$ cat src/rtl/sgfilter_pkg.sv
// Shared types and default widths for the sgfilter caller.
package sgfilter_pkg;

  localparam int DATA_W_DEF = 32;
  localparam int IDX_W_DEF  = 32;
  localparam int CNT_W_DEF  = 16;

  typedef logic [CNT_W_DEF-1:0] cnt_t;
  typedef logic [IDX_W_DEF-1:0] idx_t;

  typedef enum logic [1:0] {
    IDLE  = 2'd0,
    ISSUE = 2'd1,
    DRAIN = 2'd2
  } state_t;

endpackage

$ cat src/rtl/sgfilter_caller_fifo.sv
// Synchronous result FIFO; DEPTH must be a power of two.
// A push into a full FIFO is accepted only when a pop happens in the same cycle.
module sgfilter_caller_fifo #(
  parameter int DEPTH = 8,
  parameter int WIDTH = 33
) (
  input  logic                     clock,
  input  logic                     reset,
  input  logic                     push,
  input  logic [WIDTH-1:0]         wr_data,
  input  logic                     pop,
  output logic [WIDTH-1:0]         rd_data,
  output logic                     full,
  output logic                     empty,
  output logic [$clog2(DEPTH):0]   count
);

  localparam int AW = $clog2(DEPTH);
  localparam logic [AW:0] FULL_CNT = AW'(DEPTH) == '0 ? (AW+1)'(DEPTH) : (AW+1)'(DEPTH);

  logic [WIDTH-1:0] mem [DEPTH];
  logic [AW-1:0]    wr_ptr;
  logic [AW-1:0]    rd_ptr;
  logic             do_push;
  logic             do_pop;

  assign empty   = (count == '0);
  assign full    = (count == FULL_CNT);
  assign do_pop  = pop && !empty;
  assign do_push = push && (!full || do_pop);
  assign rd_data = mem[rd_ptr];

  // Storage write; contents need no reset since pointers gate visibility.
  always_ff @(posedge clock) begin
    if (do_push) mem[wr_ptr] <= wr_data;
  end

  // Pointer and occupancy tracking.
  always_ff @(posedge clock) begin
    if (reset) begin
      wr_ptr <= '0;
      rd_ptr <= '0;
      count  <= '0;
    end else begin
      if (do_push) wr_ptr <= wr_ptr + 1'b1;
      if (do_pop)  rd_ptr <= rd_ptr + 1'b1;
      unique case ({do_push, do_pop})
        2'b10:   count <= count + 1'b1;
        2'b01:   count <= count - 1'b1;
        default: count <= count;
      endcase
    end
  end

endmodule

$ cat src/rtl/sgfilter_caller.sv
// Sweep initiator for the sgfilter call/return interface.
// Optional feature macro: SGF_CALLER_CHECKSUM_EN adds a per-sweep XOR checksum output.
module sgfilter_caller
  import sgfilter_pkg::*;
#(
  parameter int DATA_W          = DATA_W_DEF,
  parameter int IDX_W           = IDX_W_DEF,
  parameter int CNT_W           = CNT_W_DEF,
  parameter int MAX_OUTSTANDING = 4,
  parameter int FIFO_DEPTH      = 8
) (
  input  logic              clock,
  input  logic              reset,
  input  logic              req_valid,
  output logic              req_ready,
  input  logic [IDX_W-1:0]  req_base,
  input  logic [CNT_W-1:0]  req_count,
  output logic              call_start,
  input  logic              call_busy,
  output logic [IDX_W-1:0]  call_idx,
  input  logic              ret_done,
  output logic              ret_stall,
  input  logic [DATA_W-1:0] ret_data,
  output logic              out_valid,
  input  logic              out_ready,
  output logic [DATA_W-1:0] out_data,
  output logic              out_last,
  output logic              sweep_done,
  output logic              err_unexpected
`ifdef SGF_CALLER_CHECKSUM_EN
  ,
  output logic [DATA_W-1:0] checksum
`endif
);

  localparam int OW = $clog2(MAX_OUTSTANDING + 1);
  localparam int FW = $clog2(FIFO_DEPTH) + 1;
  localparam logic [CNT_W-1:0] CNT_ONE = CNT_W'(1);
  localparam logic [OW-1:0]    OUT_ONE = OW'(1);
  localparam logic [FW-1:0]    FIFO_ONE = FW'(1);

  state_t            state, state_n;
  logic [IDX_W-1:0]  base_r, base_n;
  logic [CNT_W-1:0]  count_r, count_n;
  logic [CNT_W-1:0]  issued, issued_n;
  logic [CNT_W-1:0]  received;
  logic [CNT_W-1:0]  beats;
  logic [OW-1:0]     outstanding, outstanding_n;
  logic [FW-1:0]     fifo_count, fifo_count_n;
  logic              fifo_full, fifo_empty;
  logic [DATA_W:0]   fifo_rd;
  logic              accept, call_xfer, ret_xfer, ret_acc, ret_drop, pop;
  logic              done_n, start_n, credit_ok;

  assign req_ready = (state == IDLE);
  assign accept    = req_ready && req_valid;
  assign call_xfer = call_start && !call_busy;
  assign ret_stall = fifo_full && (outstanding != '0);
  assign ret_xfer  = ret_done && !ret_stall;
  assign ret_acc   = ret_xfer && (outstanding != '0);
  assign ret_drop  = ret_xfer && (outstanding == '0);
  assign out_valid = !fifo_empty;
  assign out_data  = fifo_rd[DATA_W-1:0];
  assign out_last  = out_valid && fifo_rd[DATA_W];
  assign pop       = out_valid && out_ready;

  sgfilter_caller_fifo #(
    .DEPTH (FIFO_DEPTH),
    .WIDTH (DATA_W + 1)
  ) u_fifo (
    .clock   (clock),
    .reset   (reset),
    .push    (ret_acc),
    .wr_data ({(received == count_r - CNT_ONE), ret_data}),
    .pop     (pop),
    .rd_data (fifo_rd),
    .full    (fifo_full),
    .empty   (fifo_empty),
    .count   (fifo_count)
  );

  // Sweep sequencing: next state and completion pulse.
  always_comb begin
    state_n = state;
    done_n  = 1'b0;
    unique case (state)
      IDLE: begin
        if (accept) begin
          if (req_count == '0) done_n = 1'b1;
          else                 state_n = ISSUE;
        end
      end
      ISSUE: begin
        if (call_xfer && (issued + CNT_ONE == count_r)) state_n = DRAIN;
      end
      DRAIN: begin
        if ((received == count_r) && fifo_empty && (beats == count_r)) begin
          state_n = IDLE;
          done_n  = 1'b1;
        end
      end
      default: state_n = IDLE;
    endcase
  end

  // Post-cycle view of counters, so the registered call_start can issue back to back
  // while the credit check still sees this cycle's call, return and pop.
  always_comb begin
    base_n        = accept ? req_base : base_r;
    count_n       = accept ? req_count : count_r;
    issued_n      = accept ? '0 : issued + CNT_W'(call_xfer);
    outstanding_n = outstanding;
    unique case ({call_xfer, ret_acc})
      2'b10:   outstanding_n = outstanding + OUT_ONE;
      2'b01:   outstanding_n = outstanding - OUT_ONE;
      default: outstanding_n = outstanding;
    endcase
    fifo_count_n = fifo_count;
    unique case ({ret_acc, pop})
      2'b10:   fifo_count_n = fifo_count + FIFO_ONE;
      2'b01:   fifo_count_n = fifo_count - FIFO_ONE;
      default: fifo_count_n = fifo_count;
    endcase
    credit_ok = (int'(outstanding_n) < MAX_OUTSTANDING) &&
                (int'(outstanding_n) + int'(fifo_count_n) < FIFO_DEPTH);
    start_n   = (state_n == ISSUE) && (issued_n < count_n) && credit_ok;
  end

  // Call request registers; held stable while the component is busy.
  always_ff @(posedge clock) begin
    if (reset) begin
      call_start <= 1'b0;
      call_idx   <= '0;
    end else if (!(call_start && call_busy)) begin
      call_start <= start_n;
      if (state_n == ISSUE) call_idx <= base_n + IDX_W'(issued_n);
    end
  end

  // State, sweep counters and status flags.
  always_ff @(posedge clock) begin
    if (reset) begin
      state          <= IDLE;
      base_r         <= '0;
      count_r        <= '0;
      issued         <= '0;
      received       <= '0;
      beats          <= '0;
      outstanding    <= '0;
      sweep_done     <= 1'b0;
      err_unexpected <= 1'b0;
    end else begin
      state          <= state_n;
      base_r         <= base_n;
      count_r        <= count_n;
      issued         <= issued_n;
      received       <= accept ? '0 : received + CNT_W'(ret_acc);
      beats          <= accept ? '0 : beats + CNT_W'(pop);
      outstanding    <= outstanding_n;
      sweep_done     <= done_n;
      err_unexpected <= err_unexpected | ret_drop;
    end
  end

`ifdef SGF_CALLER_CHECKSUM_EN
  // Running XOR of delivered results for the current sweep.
  always_ff @(posedge clock) begin
    if (reset || accept) checksum <= '0;
    else if (pop)        checksum <= checksum ^ out_data;
  end
`endif

endmodule

$ cat config.mk
export PLATFORM = sky130hd
export DESIGN_NAME = sgfilter_caller
export DESIGN_NICKNAME = d
export VERILOG_FILES = /design/src/rtl/sgfilter_pkg.sv /design/src/rtl/sgfilter_caller_fifo.sv /design/src/rtl/sgfilter_caller.sv
export SDC_FILE = /design/constraint.sdc
export NUM_CORES = 1
export LEC_CHECK = 0
export BUFFER_PORTS_ARGS = -buffer_cell sky130_fd_sc_hd__buf_2
export CORE_UTILIZATION = 50
export CTS_BUF_LIST = sky130_fd_sc_hd__clkbuf_16
export CTS_CLUSTER_DIAMETER = 150
export DETAILED_ROUTE_END_ITERATION = 10
export GPL_ROUTABILITY_DRIVEN = 0
export PLACE_DENSITY_LB_ADDON = 0.25
export SLEW_MARGIN = 0
export SYNTH_ARGS = -nofsm -noshare
export SYNTH_HDL_FRONTEND = slang
export SYNTH_HIERARCHICAL = 1
export SYNTH_SLANG_ARGS = --single-unit
$ cat constraint.sdc
create_clock -name clock -period 5 [get_ports clock]
set_input_delay 0.75 -clock clock [delete_from_list [all_inputs] [get_ports clock]]
set_output_delay 0.75 -clock clock [all_outputs]
set_load 0.05 [all_outputs]
# Word-level counts from Yosys, hierarchy flattened
# Memories as Yosys holds them, arrays and structs flattened. A register that Yosys moved wholly into a read port is not among the register bits.
# Cells that the tools add are included.
dict set report word_totals {
  ramBits 264
  register_bits 146
  inputBits 86
  rom_bits 0
  n_memories 1
  output_inout_bits 71
  wordCells 96
  latchBits 0
}
dict set report op_classes {
  div 0
  eq_ne 14
  bitwise 2
  reduce_logical 30
  addsub 13
  order_cmp 3
  mux 19
  multipliers 0
  n_shift 0
}
# name depth word_bits read_ports rd_ports_with_merged_regs write_ports line_no
set memory_table {}
lappend memory_table {u_fifo.mem 8 33 1 1 1 sgfilter_caller_fifo.sv:21} ;# logic [WIDTH-1:0] mem [DEPTH];
# operator count
set ops {}
lappend ops {{$eq 16x16->1} 4}
lappend ops {{$add 16x1->16} 3}
lappend ops {{$add 32x16->32} 1}
lappend ops {{$mux 16} 2}
lappend ops {{$mux 32} 1}
lappend ops {{$logic_and 1x1->1} 17}
lappend ops {{$add 16x1->16 const B} 1}
lappend ops {{$logic_not 16->1} 1}
lappend ops {{$lt 16x16->1} 1}
lappend ops {{$pmux 4 s2} 2}
lappend ops {{$sub 16x1->16 const B} 1}
lappend ops {{$eq 2x1->1 const B} 5}
lappend ops {{$add 3x1->3 const B} 3}
lappend ops {{$eq 2x2->1 const B} 4}
lappend ops {{$mux 2} 4}
lappend ops {{$mux 3} 2}
lappend ops {{$pmux 2 s3} 1}
lappend ops {{$pmux 3 s2} 1}
lappend ops {{$add 3x4->5} 1}
lappend ops {{$lt 5x4->1 const B} 1}
lappend ops {{$mux 1} 5}
lappend ops {{$add 4x1->4 const B} 1}
lappend ops {{$eq 4x4->1 const B} 1}
lappend ops {{$logic_not 1->1} 4}
lappend ops {{14 further kinds} 14}

# Longest topological paths before layout
# Gate-level depths: netlist of run 1.
dict set report logic_depth {
  ltp_word 11
  ltp_mapped 19
  mapped_depth_nobuf 17
}

# Hierarchy
# Netlist of run 1, hierarchy kept.
# module seq_area_each_um2 area_per_inst_um2 n_inst cells_per_inst
set modules_own_cells {}
lappend modules_own_cells {sgfilter_caller_fifo 8187.9 10681.5 1 467}
lappend modules_own_cells {sgfilter_caller 2722.6 8959.8 1 1112}

# Worst setup path before layout of run 1
# Ideal clock, no wire load.
dict set report synth_timing {
  path_kind {input to register}
  start {in req_valid}
  end {reg call_idx[19]}
  setup_slack_ps -7
  n_path_buf 7
  setup_time_ps 59
  arrival_ps 4949
  t_required_ps 4941
  path_stages 17
  path_cell_list {nor3b_1 > clkbuf_1 > buf_2 > buf_2 > clkbuf_1 > buf_1 > nor2_1 > ha_1 > clkbuf_1 > nand4_1 > nor4_1 > nor2_1 > a2111oi_2 > buf_2 > mux2i_1 > a2111oi_0 > mux2_4}
}
dict set report synth_between {
  word_cells_on_any_way 8
  cone_classes {add/sub (1); eq/ne (1); mux (4); reduce/logical (2)}
}
# element line_no
set synth_rtl {}
lappend synth_rtl {{start: declaration} sgfilter_caller.sv:14} ;# input logic req_valid,
lappend synth_rtl {{$logic_and 1x1->1} sgfilter_caller.sv:56} ;# assign accept = req_ready && req_valid;
lappend synth_rtl {{$mux 16} sgfilter_caller.sv:111} ;# issued_n = accept ? '0 : issued + CNT_W'(call_xfer);
lappend synth_rtl {{named net issued_n[8]} sgfilter_caller.sv:45} ;# logic [CNT_W-1:0] issued, issued_n;
lappend synth_rtl {{$add 32x16->32} sgfilter_caller.sv:136} ;# if (state_n == ISSUE) call_idx <= base_n + IDX_W'(issued_n);
lappend synth_rtl {{end signal: assignment} sgfilter_caller.sv:136}
lappend synth_rtl {{end: declaration} sgfilter_caller.sv:20} ;# output logic [IDX_W-1:0] call_idx,
# The timed path passes the listed nets, and every way through them passes these cells.
# A chain may end at the register's enable or synchronous reset.

# Worst setup path in the final report of run 1
dict set report layout_timing {
  start {reg issued[0]}
  end {reg call_idx[19]}
}
dict set report layout_between {
  word_cells_on_any_way 10
  cone_classes {add/sub (3); eq/ne (2); mux (3); reduce/logical (2)}
}
# element line_no
set layout_rtl {}
lappend layout_rtl {{start: declaration} sgfilter_caller.sv:45}
lappend layout_rtl {{start signal: assignment} sgfilter_caller.sv:156} ;# issued <= issued_n;
lappend layout_rtl {{$add 16x1->16} sgfilter_caller.sv:111}
lappend layout_rtl {{$mux 16} sgfilter_caller.sv:111}
lappend layout_rtl {{named net issued_n[8]} sgfilter_caller.sv:45}
lappend layout_rtl {{$add 32x16->32} sgfilter_caller.sv:136}
# The timed path passes the listed nets, and every way through them passes these cells.

==> reports/qor.csv, run 1 <==
stage,metric,value,unit
placed_design,cell area after placement,20900,µm²
setup_path,Critical Path Source Type,register,
route,initial DRC count,962,
setup_path,R2R depth,16,
cells_and_area,antenna cells,0,
min_path,min-delay src,ret_data[11],
global_route,vias in the first global route,13200,
logic_synthesis,Syn Std Cell Area,19600,µm²
global_route,initial antenna violation count,0,
setup_path,Reg2Reg Setup Slack,0.60,ns
min_path,worst min-delay path class,input pin to register,
timing,"Hold Vio Cnt, Final",0,
global_route,largest net degree at the start of global routing,70,
route,post-route ant nets,0,
timing,Final Skew,0.0386,ns
logic_synthesis,Area contributors post-synth,"edfxtp_1 (40%), dfxtp_1 (15%), mux4_2 (6.3%)",
job,max-cap violations,0,
global_route,first-pass GRT wire length,73400,µm
cells_and_area,share of cells above drive strength 1,21.8,%
placed_design,port bufs,156,
timing,Fmax,227,MHz
timing,Max-slew headroom,29.1,%
clocking,# H-tree levels,2,
floorplanning,Initial Util,50.7,%
power,Lkg Pwr,8.31,nW
logic_synthesis,post-synth top area cell,edfxtp_1,
clocking,CTS tree,done,
logic_synthesis,Post-synth EDFFs,264,
route,router iterations before antenna repair,5,
clocking,post-CTS setup repair buffer count,0,
clocking,Num CTS Buffers,45,
clocking,Worst-path clk slew,0.06,ns
cells_and_area,"final std cell area, no fill",22300,µm²
cells_and_area,final net count,1856,
setup_path,WP data required,5.53,ns
logic_synthesis,post-synthesis net count,1717,
timing,Least-Margin Pin Slew,1.06,ns
power,Power Density,398,nW/µm²
floorplanning,Die ar.,40100,µm²
clocking,hold buffers post-CTS,0,
clocking,post-CTS sizing,0,
cells_and_area,Area growth syn-to-layout,13.7,%
route,Vias,13300,
setup_path,crit end category,register,
floorplanning,Die Wd,200,µm
setup_path,FF-to-FF Start,issued[0],
logic_synthesis,Yosys warnings,6,
logic_synthesis,Yosys top cell area share,40.4,%
min_path,hold depth,1,
floorplanning,Core ar.,38700,µm²
setup_path,R2R Path End,call_idx[19],
floorplanning,Boundary Pins,157,
global_route,GR Overflow Total,0,
clocking,TritonCTS Sinks,413,
cells_and_area,Fillers,3170,
logic_synthesis,most frequent cell after synthesis,edfxtp_1,
power,peak supply drop,0.279,mV
floorplanning,Rows,72,
clocking,clock latency on the worst-skew pair,0.59,ns
clocking,Clock Tree Root,clkbuf_16,
route,DRC violations left,0,
route,Vias/cell,5.84,
logic_synthesis,Synth Instances,1579,
setup_path,"Data arrival, critical path",4.93,ns
logic_synthesis,Synth Register Bits,413,
timing,max-slew violations,0,
logic_synthesis,Synth top cells by count,"edfxtp_1 (264), dfxtp_1 (149), nor2_1 (148), nand2_1 (126), clkbuf_1 (59)",
clocking,Clock Tree Buf Depth,3,
timing,Post-Route Setup TNS,0,ns
timing,final setup violating endpoints,0,
logic_synthesis,synth unique cells,81,
floorplanning,Die Ht,200,µm
timing,post-route clock period utilization,88.0,%
run_status,status,"complete, no violations",
logic_synthesis,sequential fraction of the synthesis area,55.5,%
logic_synthesis,ys async rst share,0,%
timing,minimum clock period,4.40,ns
placed_design,HPWL Detailed,30800,µm
setup_path,kind of critical path,register to register,
min_path,Hold Path Sink,u_fifo/mem[5][11],
global_route,gr usage total,23.4,%
logic_synthesis,ys flop type,edfxtp_1,
route,final wirelength,46800,µm
timing,hold slack final,0.435,ns
setup_path,worst-path maximum fanout,9,
route,WL/cell,20.6,µm
timing,unrepaired setup endpoints after global routing,false,
logic_synthesis,Synth Area per Inst,12.4,µm²
[registers in the layout, indices dropped and copies added, names as in the netlist, named ones only]
register / cells
u_fifo/mem: 264
base_r: 32
call_idx: 32
beats: 16
count_r: 16
issued: 16
received: 16
u_fifo/count: 4
outstanding: 3
u_fifo/rd_ptr: 3
u_fifo/wr_ptr: 3
state: 2
call_start: 1
err_unexpected: 1
sweep_done: 1
[cells in the final DEF (no fill, tap or decap), types with 6 or more instances in the layout]
cell,instances
nor2_1,142
nor4_1,16
nor2_4,6
inv_1,40
ha_1,49
clkinv_2,8
mux2i_1,52
mux4_1,11
a21o_1,11
buf_2,155
o211ai_1,11
mux4_2,55
a31oi_1,8
xnor2_1,46
mux2_4,12
xor2_1,55
nand2b_1,6
o2111ai_1,9
mux2_2,40
or3_1,24
edfxtp_1,264
nand2_1,126
a211oi_1,11
o21ai_0,28
dfxtp_1,146
nor3_1,42
nand4_1,25
and2_1,11
nor2b_1,22
clkinv_1,8
clkbuf_16,45
a21oi_1,52
and3_1,23
buf_4,28
nand3_1,49
[kinds of logic (layout without fill, tap and decap cells)]
family	count (synthesis)	count (layout)	synth area share (%)
buffers and inverters	120	295	2.80
adder cells (fa/ha/maj)	52	52	3.43
AND/OR/NAND/NOR	528	528	13.1
AO/OA/AOI/OAI	195	195	6.98
XOR/XNOR	101	101	4.50
flip-flops	413	413	55.5
multiplexers	170	170	13.6
[worst max-delay path, stage by stage (launching register included)]
cell	delay (ns)
dfxtp_1	0.54
ha_1	0.31
ha_1	0.21
and3_1	0.19
and3_1	0.23
nand3_1	0.10
xor2_1	0.20
nor2_1	0.10
ha_1	0.44
nand4_1	0.16
nor4_1	0.33
nor2_1	0.16
a2111oi_2	0.46
buf_4	0.24
mux2i_1	0.08
a2111oi_0	0.37
mux2_4	0.21
[worst max path at each step]
stage / startpoint / end / slack [ns] / cells after the start
after floorplan: req_valid / call_idx[19] / 0.15 / 17
final: issued[0] / call_idx[19] / 0.60 / 16
after CTS: issued[0] / call_idx[29] / 0.63 / 16
after detailed placement: call_busy / call_idx[29] / 0.19 / 18
after global routing: call_start / call_idx[29] / 0.22 / 17
after global placement: call_busy / call_idx[20] / 0.31 / 18
[power breakdown]
part           internal (mW)  switching [mW]
combinational          0.591            1.15
clock                   1.81            1.38
sequential              3.84           0.126
total                   6.23            2.65
[per-layer routing]
metal / global-route usage, % / wire (µm) / up-vias
met3: 4.56 / 2780 / 80
met5: 0 / 0 / -
met1: 30.4 / 20100 / 6531
li1: - / - / 6210
met4: 7.42 / 1130 / 0
met2: 39.5 / 22900 / 439
[stage by stage]
step	power [mW]	setup WS, ns	util, %	std cells
2_1_floorplan	5.31	0.145	-	1579
3_3_place_gp	5.74	0.314	54.0	2189
3_5_place_dp	5.77	0.190	54.0	2189
4_1_cts	8.97	0.635	57.7	2272
5_1_grt	9.24	0.224	57.7	2272
6_report	8.88	0.599	57.7	2272
[final cells by class]
class	instances	area, µm²	area share [%]
flip-flops and latches	413	10900	48.9
multi-input cells	1046	8250	36.9
clock buffers	45	1130	5.04
repair buffers	184	1010	4.50
well taps	518	648	2.90
clock inverters	38	289	1.29
inverters	28	105	0.471
No activity file was read; power rests on OpenSTA's default activity.
==> inputs of run 2 (changes only) <==
- ABC_AREA: not set -> 1
- CELL_PAD_IN_SITES_DETAIL_PLACEMENT: not set -> 0
- CELL_PAD_IN_SITES_GLOBAL_PLACEMENT: not set -> 1
- CORE_UTILIZATION: 50 -> 42
==> run 2 against run 1 <==
  * Utilization is 9.5 points lower
  * Via count increased by 11%
  * Maximum frequency rose by 7.6%
  * Setup slack better by 0.31 ns
  * Largest power group unchanged
==> reports/qor.csv, run 2 <==
stage,metric,value,unit,change
run_status,status,"complete, no violations",,
setup_path,Critical Path Source Type,register,,
floorplanning,Boundary Pins,157,,unchanged
route,DRC violations left,0,,unchanged
cells_and_area,number of flip-flops in the largest register,264,,unchanged
global_route,first-pass GRT wire length,77000,µm,+5.0%
logic_synthesis,Synth top cells by count,"nand2_1 (394), nor2_1 (286), edfxtp_1 (264), inv_1 (172), dfxtp_1 (149)",,
logic_synthesis,Synth Area per Inst,9.43,µm²,-24%
placed_design,cell area after placement,21000,µm²,+0.19%
floorplanning,Die Wd,219,µm,+9.2%
power,Power Density,447,nW/µm²,+12%
logic_synthesis,synth unique cells,49,,-40%
timing,final worst slack,0.910,ns,+0.311 ns
timing,unrepaired setup endpoints after global routing,false,,
global_route,initial antenna violation count,0,,unchanged
route,initial DRC count,877,,-8.8%
cells_and_area,share of cells above drive strength 1,13.5,%,-8.3 points
global_route,busiest grt layer,met2,,
cells_and_area,"final std cell area, no fill",22400,µm²,about the same
timing,"Hold Vio Cnt, Final",0,,unchanged
logic_synthesis,ys flop type,edfxtp_1,,
cells_and_area,final net count,2373,,+28%
logic_synthesis,ys async rst share,0,%,unchanged
global_route,largest net degree at the start of global routing,90,,+29%
global_route,GR Overflow Total,0,,unchanged
timing,Fmax,244,MHz,+7.6%
timing,Least-Margin Pin Slew,1.07,ns,+0.00778 ns
clocking,Worst-path clk slew,0.06,ns,about the same
job,max-cap violations,0,,unchanged
timing,Max-slew headroom,28.0,%,-1.1 points
setup_path,worst-path maximum fanout,4,,-5
clocking,Num CTS Buffers,44,,-2.2%
power,Lkg Pwr,8.80,nW,+6.0%
route,Vias,14700,,+11%
global_route,gr usage total,20.7,%,-2.7 points
route,final wirelength,49900,µm,+6.6%
timing,final setup violating endpoints,0,,unchanged
min_path,worst min-delay path class,input pin to register,,
logic_synthesis,Area contributors post-synth,"edfxtp_1 (40%), dfxtp_1 (15%), nand2_1 (7.5%)",,
power,peak supply drop,0.273,mV,-2.1%
global_route,met2 usage,35.1,%,-4.4 points
clocking,Clock Tree Root,clkbuf_16,,
floorplanning,Die Ht,219,µm,+9.2%
clocking,post-CTS setup repair buffer count,0,,unchanged
logic_synthesis,Yosys warnings,6,,unchanged
clocking,CTS tree,done,,
logic_synthesis,Yosys top cell area share,40.2,%,-0.17 points
placed_design,port bufs,156,,unchanged
floorplanning,Die ar.,47800,µm²,+19%
logic_synthesis,Post-synth EDFFs,264,,unchanged
logic_synthesis,sequential fraction of the synthesis area,55.3,%,-0.24 points
route,WL/cell,17.4,µm,-16%
setup_path,WP data required,5.52,ns,about the same
placed_design,Placement Setup Slack,0.470,ns,+0.280 ns
cells_and_area,"commonest non-fill, non-tap cell in the layout",nand2_1,,
floorplanning,Core ar.,46500,µm²,+20%
timing,post-route clock period utilization,81.8,%,-6.2 points
cells_and_area,"commonest cells after routing, fill and taps aside","nand2_1 (393), nor2_1 (278), edfxtp_1 (264), inv_1 (182), buf_2 (156)",,
timing,max-slew violations,0,,unchanged
logic_synthesis,post-synthesis net count,2229,,+30%
cells_and_area,post-layout util,48.1,%,-9.5 points
floorplanning,Rows,79,,+9.7%
route,post-route ant nets,0,,unchanged
logic_synthesis,Synth Register Bits,413,,unchanged
logic_synthesis,Syn Std Cell Area,19700,µm²,+0.43%
cells_and_area,Reg with most FFs,u_fifo/mem,,
floorplanning,Initial Util,42.5,%,-8.2 points
route,Vias/cell,5.11,,-12%
clocking,# H-tree levels,2,,unchanged
placed_design,HPWL Detailed,33400,µm,+8.2%
setup_path,crit end category,register,,
clocking,Clock Tree Buf Depth,3,,unchanged
global_route,M3 GR Usage,3.05,%,-1.5 points
global_route,GR Util met1,27.3,%,-3.1 points
clocking,clock latency on the worst-skew pair,0.57,ns,-0.02 ns
clocking,post-CTS sizing,0,,unchanged
logic_synthesis,most frequent cell after synthesis,nand2_1,,
timing,Post-Route Setup TNS,0,ns,unchanged
clocking,hold buffers post-CTS,0,,unchanged
cells_and_area,Area growth syn-to-layout,13.3,%,
cells_and_area,antenna cells,0,,unchanged
setup_path,kind of critical path,register to register,,
cells_and_area,Largest regs,"u_fifo/mem: 264 flops, base_r: 32 flops, call_idx: 32 flops",,
timing,Final Skew,0.00997,ns,-0.0287 ns
global_route,vias in the first global route,14000,,+6.3%
timing,minimum clock period,4.09,ns,-0.311 ns
route,router iterations before antenna repair,5,,unchanged
setup_path,"Data arrival, critical path",4.61,ns,-0.32 ns
logic_synthesis,post-synth top area cell,edfxtp_1,,
clocking,TritonCTS Sinks,413,,unchanged
logic_synthesis,Synth Instances,2091,,+32%
-- run 2: cell types whose count changed in the layout (fill, tap and decap cells not counted), moves of 18 or more --
cell     change
xor2_1      -18
a21oi_1     +44
nor2_1     +136
or3_1       -24
inv_1      +142
nand2_1    +267
nand3_1     +23
and3_1      -21
nor2b_1     -22
o21ai_1     +18
o21ai_0    +107
mux4_2      -55
mux2_2      -40
o22ai_1     +65
-- run 2: worst paths after layout --
path              cells past startpoint      startpoint  slack, ns                end
setup / recovery                     23      call_start       0.91       call_idx[30]
setup reg to reg                     23      call_start       0.91       call_idx[30]
hold / removal                        1    ret_data[28]       0.44  u_fifo/mem[2][28]
hold reg to reg                       2  err_unexpected       0.45     err_unexpected
-- run 2: per-layer routing --
metal / wire length (µm) / vias up
li1: - / 7420
met1: 22600 / 6918
met2: 24000 / 301
met3: 2170 / 69
met4: 1170 / 0
met5: 0 / -
-- run 2: logic make-up after synthesis --
logic type | synth area share [%]
DFF | 55.3
and+or+nand+nor | 19.1
buffers and inverters | 6.24
AOI/OAI and AO/OA | 9.18
adders and majority gates | 3.41
muxes | 3.50
xor gates and xnor gates | 3.24
-- run 2: stage by stage --
step / hold slack (ns) / total power [mW] / cells
final: 0.439 / 9.99 / 2878
after global routing: 0.431 / 10.5 / 2878
after CTS: 0.414 / 10.1 / 2878
after detailed placement: 0.446 / 6.90 / 2796
after global placement: 0.441 / 6.86 / 2796
after floorplan: 0.433 / 6.23 / 2091
-- run 2: worst max-delay path: stages, from the launching register on --
cell and delay (ns):
dfxtp_1 0.41, inv_1 0.06, nor2_1 0.23, ha_1 0.28, ha_1 0.19, nand2_1 0.08
nor2_1 0.16, inv_1 0.07, nor2_1 0.19, inv_1 0.10, nor4_1 0.31, nor3_1 0.14
ha_1 0.38, nand2_1 0.13, nor2_1 0.16, nand2_1 0.06, o21ai_0 0.34, nand2_1 0.11
nand2_2 0.12, nand2_2 0.07, nor2_1 0.12, xor2_1 0.16, nor2_1 0.05, nor2_1 0.09
-- run 2: layout make-up --
type / instances / area (µm²)
inverters: 176 / 662
fillers: 4453 / 24100
multi-input cells: 1418 / 7650
well taps: 607 / 759
clock inverters: 37 / 269
flip-flops and latches: 413 / 10900
clock buffers: 45 / 1130
repair buffers: 182 / 976
-- run 2: report_power, final --
part           internal, mW  switching (mW)  leakage, nW  total, mW
Clock                  1.80            1.37        0.723       3.17
Combinational         0.779            1.96         4.48       2.74
Sequential             3.85           0.223         3.60       4.07
==> inputs of run 3 (changes only) <==
- CORE_UTILIZATION: 42 -> 47
- clock period: 5 -> 3.8 ns (I/O delays scaled with it)
==> run 3 against run 2 <==
  * The flow now finishes with violations (DRC)
  * Clock skew is 0.0059 ns higher
  * Via count is 1.3% higher
  * Global-route usage grew 2.2 points
  * Total power up 34%
  * Wire length down 3.1%
  * Flip-flop and latch count unchanged
  * Combinational power up 37%
  * Setup slack got worse by 0.67 ns
  * Sequential share of layout area decreased by 1.2 points
  * Sequential power up 30%
  * Hold slack worse by 0.19 ns
  * Register-to-register slack got worse by 0.67 ns
  * Critical path type unchanged
==> reports/qor.csv, run 3 (synthesized netlist as in run 2, its figures left out) <==
stage,metric,value,unit,change
cells_and_area,post-layout util,55.8,%,+7.6 points
setup_path,FF-to-FF Start,call_start,,
run_status,status,"complete, but fails checks",,
global_route,GR Overflow Total,0,,unchanged
timing,post-route clock period utilization,93.7,%,+12 points
floorplanning,Die Ht,207,µm,-5.4%
setup_path,CP endpoint,call_idx[10],,
global_route,initial antenna violation count,0,,unchanged
min_path,min-delay src,ret_data[22],,
route,final wirelength,48400,µm,-3.1%
route,router iterations before antenna repair,10,,+5
setup_path,R2R depth,20,,-13%
floorplanning,Boundary Pins,157,,unchanged
timing,hold slack final,0.248,ns,-0.190 ns
clocking,CTS tree,done,,
route,Vias/cell,5.22,,+2.1%
floorplanning,Die ar.,42800,µm²,-11%
clocking,Clock Tree Buf Depth,3,,unchanged
floorplanning,Core ar.,41100,µm²,-12%
min_path,worst min-delay path class,input pin to register,,
cells_and_area,"commonest non-fill, non-tap cell in the layout",nand2_1,,
route,initial DRC count,800,,-8.8%
job,max-cap violations,0,,unchanged
cells_and_area,number of flip-flops in the largest register,264,,unchanged
timing,Least-Margin Pin Slew,1.11,ns,+0.0392 ns
setup_path,"Data arrival, critical path",4.03,ns,-0.58 ns
setup_path,Worst Setup SP,call_start,,
timing,unrepaired setup endpoints after global routing,true,,
global_route,gr usage total,22.9,%,+2.2 points
setup_path,R2R Path End,call_idx[10],,
floorplanning,Initial Util,48.0,%,+5.5 points
cells_and_area,share of cells above drive strength 1,16.5,%,+3.0 points
placed_design,Placement Setup Slack,-0.242,ns,-0.712 ns
power,Lkg Pwr,9.13,nW,+3.7%
cells_and_area,Largest regs,"u_fifo/mem: 264 flops, base_r: 32 flops, call_idx: 32 flops",,
setup_path,crit end category,register,,
setup_path,Reg2Reg Setup Slack,0.24,ns,-0.67 ns
timing,Fmax,281,MHz,+15%
global_route,largest net degree at the start of global routing,77,,-14%
cells_and_area,final net count,2428,,+2.3%
cells_and_area,antenna cells,0,,unchanged
global_route,vias in the first global route,14400,,+2.6%
route,DRC violations left,3,,+3
timing,Final Skew,0.0159,ns,+0.00591 ns
global_route,first-pass GRT wire length,76300,µm,-0.94%
clocking,Worst-path clk slew,0.06,ns,about the same
floorplanning,Die Wd,207,µm,-5.4%
clocking,Clock Tree Root,clkbuf_16,,
cells_and_area,Reg with most FFs,u_fifo/mem,,
placed_design,HPWL Detailed,32500,µm,-2.5%
timing,max-slew violations,0,,unchanged
route,Vias,14900,,+1.3%
timing,minimum clock period,3.56,ns,-0.531 ns
placed_design,port bufs,156,,unchanged
setup_path,Critical Path Source Type,register,,
power,Power Density,584,nW/µm²,+31%
cells_and_area,"commonest cells after routing, fill and taps aside","nand2_1 (392), nor2_1 (271), edfxtp_1 (264), inv_1 (185), buf_2 (156)",,
setup_path,worst-path maximum fanout,4,,unchanged
setup_path,WP data required,4.27,ns,-1.25 ns
clocking,Num CTS Buffers,44,,unchanged
floorplanning,Rows,74,,-6.3%
timing,"Hold Vio Cnt, Final",0,,unchanged
clocking,# H-tree levels,2,,unchanged
route,post-route ant nets,0,,unchanged
setup_path,kind of critical path,register to register,,
clocking,post-CTS setup repair buffer count,0,,unchanged
timing,Max-slew headroom,25.8,%,-2.1 points
clocking,clock latency on the worst-skew pair,0.59,ns,+0.02 ns
cells_and_area,Area growth syn-to-layout,16.2,%,
timing,final worst slack,0.241,ns,-0.669 ns
run_status,violations in the final reports,DRC,,
timing,final setup violating endpoints,0,,unchanged
route,WL/cell,16.9,µm,-2.4%
clocking,TritonCTS Sinks,413,,unchanged
power,peak supply drop,0.322,mV,+18%
-- run 3: what timing repair did --
item                                    in CTS  in global routing
gates resized for setup                      0                 27
hold buffers                                 0                  0
endpoints found under the setup margin       0                 23
-- run 3: report_power, final --
| part | leakage (nW) | switching (mW) | total [mW] | internal, mW |
|---|---|---|---|---|
| Combinational | 4.78 | 2.63 | 3.75 | 1.12 |
| Clock | 0.753 | 1.80 | 4.33 | 2.53 |
| Sequential | 3.60 | 0.239 | 5.31 | 5.07 |
-- run 3: layer usage --
layer / up-vias / track usage (%) / share of wire [%]
li1: 7506 / - / -
met1: 7023 / 29.4 / 44
met3: 81 / 3.23 / 4.3
met4: 0 / 7.12 / 2.2
met2: 290 / 40.0 / 50
met5: - / 0 / 0
-- run 3: worst max-delay path, cell delays in order (launching register included) --
cell,delay (ns)
dfxtp_1,0.34
inv_1,0.06
nor2_2,0.15
ha_2,0.21
buf_4,0.11
nand3_1,0.14
buf_4,0.18
nand2_1,0.05
inv_1,0.04
nor3_1,0.33
ha_1,0.38
a21oi_1,0.26
o21ai_0,0.17
buf_4,0.16
a21oi_1,0.10
o21ai_0,0.14
buf_4,0.16
xnor2_1,0.20
nand3_1,0.11
nand2_1,0.10
nor2_1,0.05
-- run 3: area by class of cell --
class                   instances  area [µm²]
well taps                     532         666
fillers                      3739       18200
clock buffers                  44        1100
repair buffers                237        1480
multi-input cells            1418        7720
clock inverters                36         374
inverters                     176         663
flip-flops and latches        413       10900
-- run 3: metrics by stage --
stage,setup TNS (ns),total power [mW],cells,area (µm²)
after floorplan,0,8.20,2091,19700
after CTS,0,13.5,2856,22800
after global routing,-0.0425,14.1,2856,22900
after global placement,-2.23,9.11,2776,21400
final,0,13.4,2856,22900
after detailed placement,-3.82,9.16,2776,21400
-- run 3: worst min path at each step --
stage | end | depth (start not counted) | slack [ns]
final | u_fifo/mem[1][22] | 1 | 0.25
after global routing | u_fifo/mem[7][2] | 1 | 0.24
after CTS | u_fifo/mem[1][22] | 1 | 0.22
after detailed placement | u_fifo/rd_ptr[2] | 2 | 0.45
after global placement | err_unexpected | 2 | 0.45
after floorplan | register | 2 | 0.43
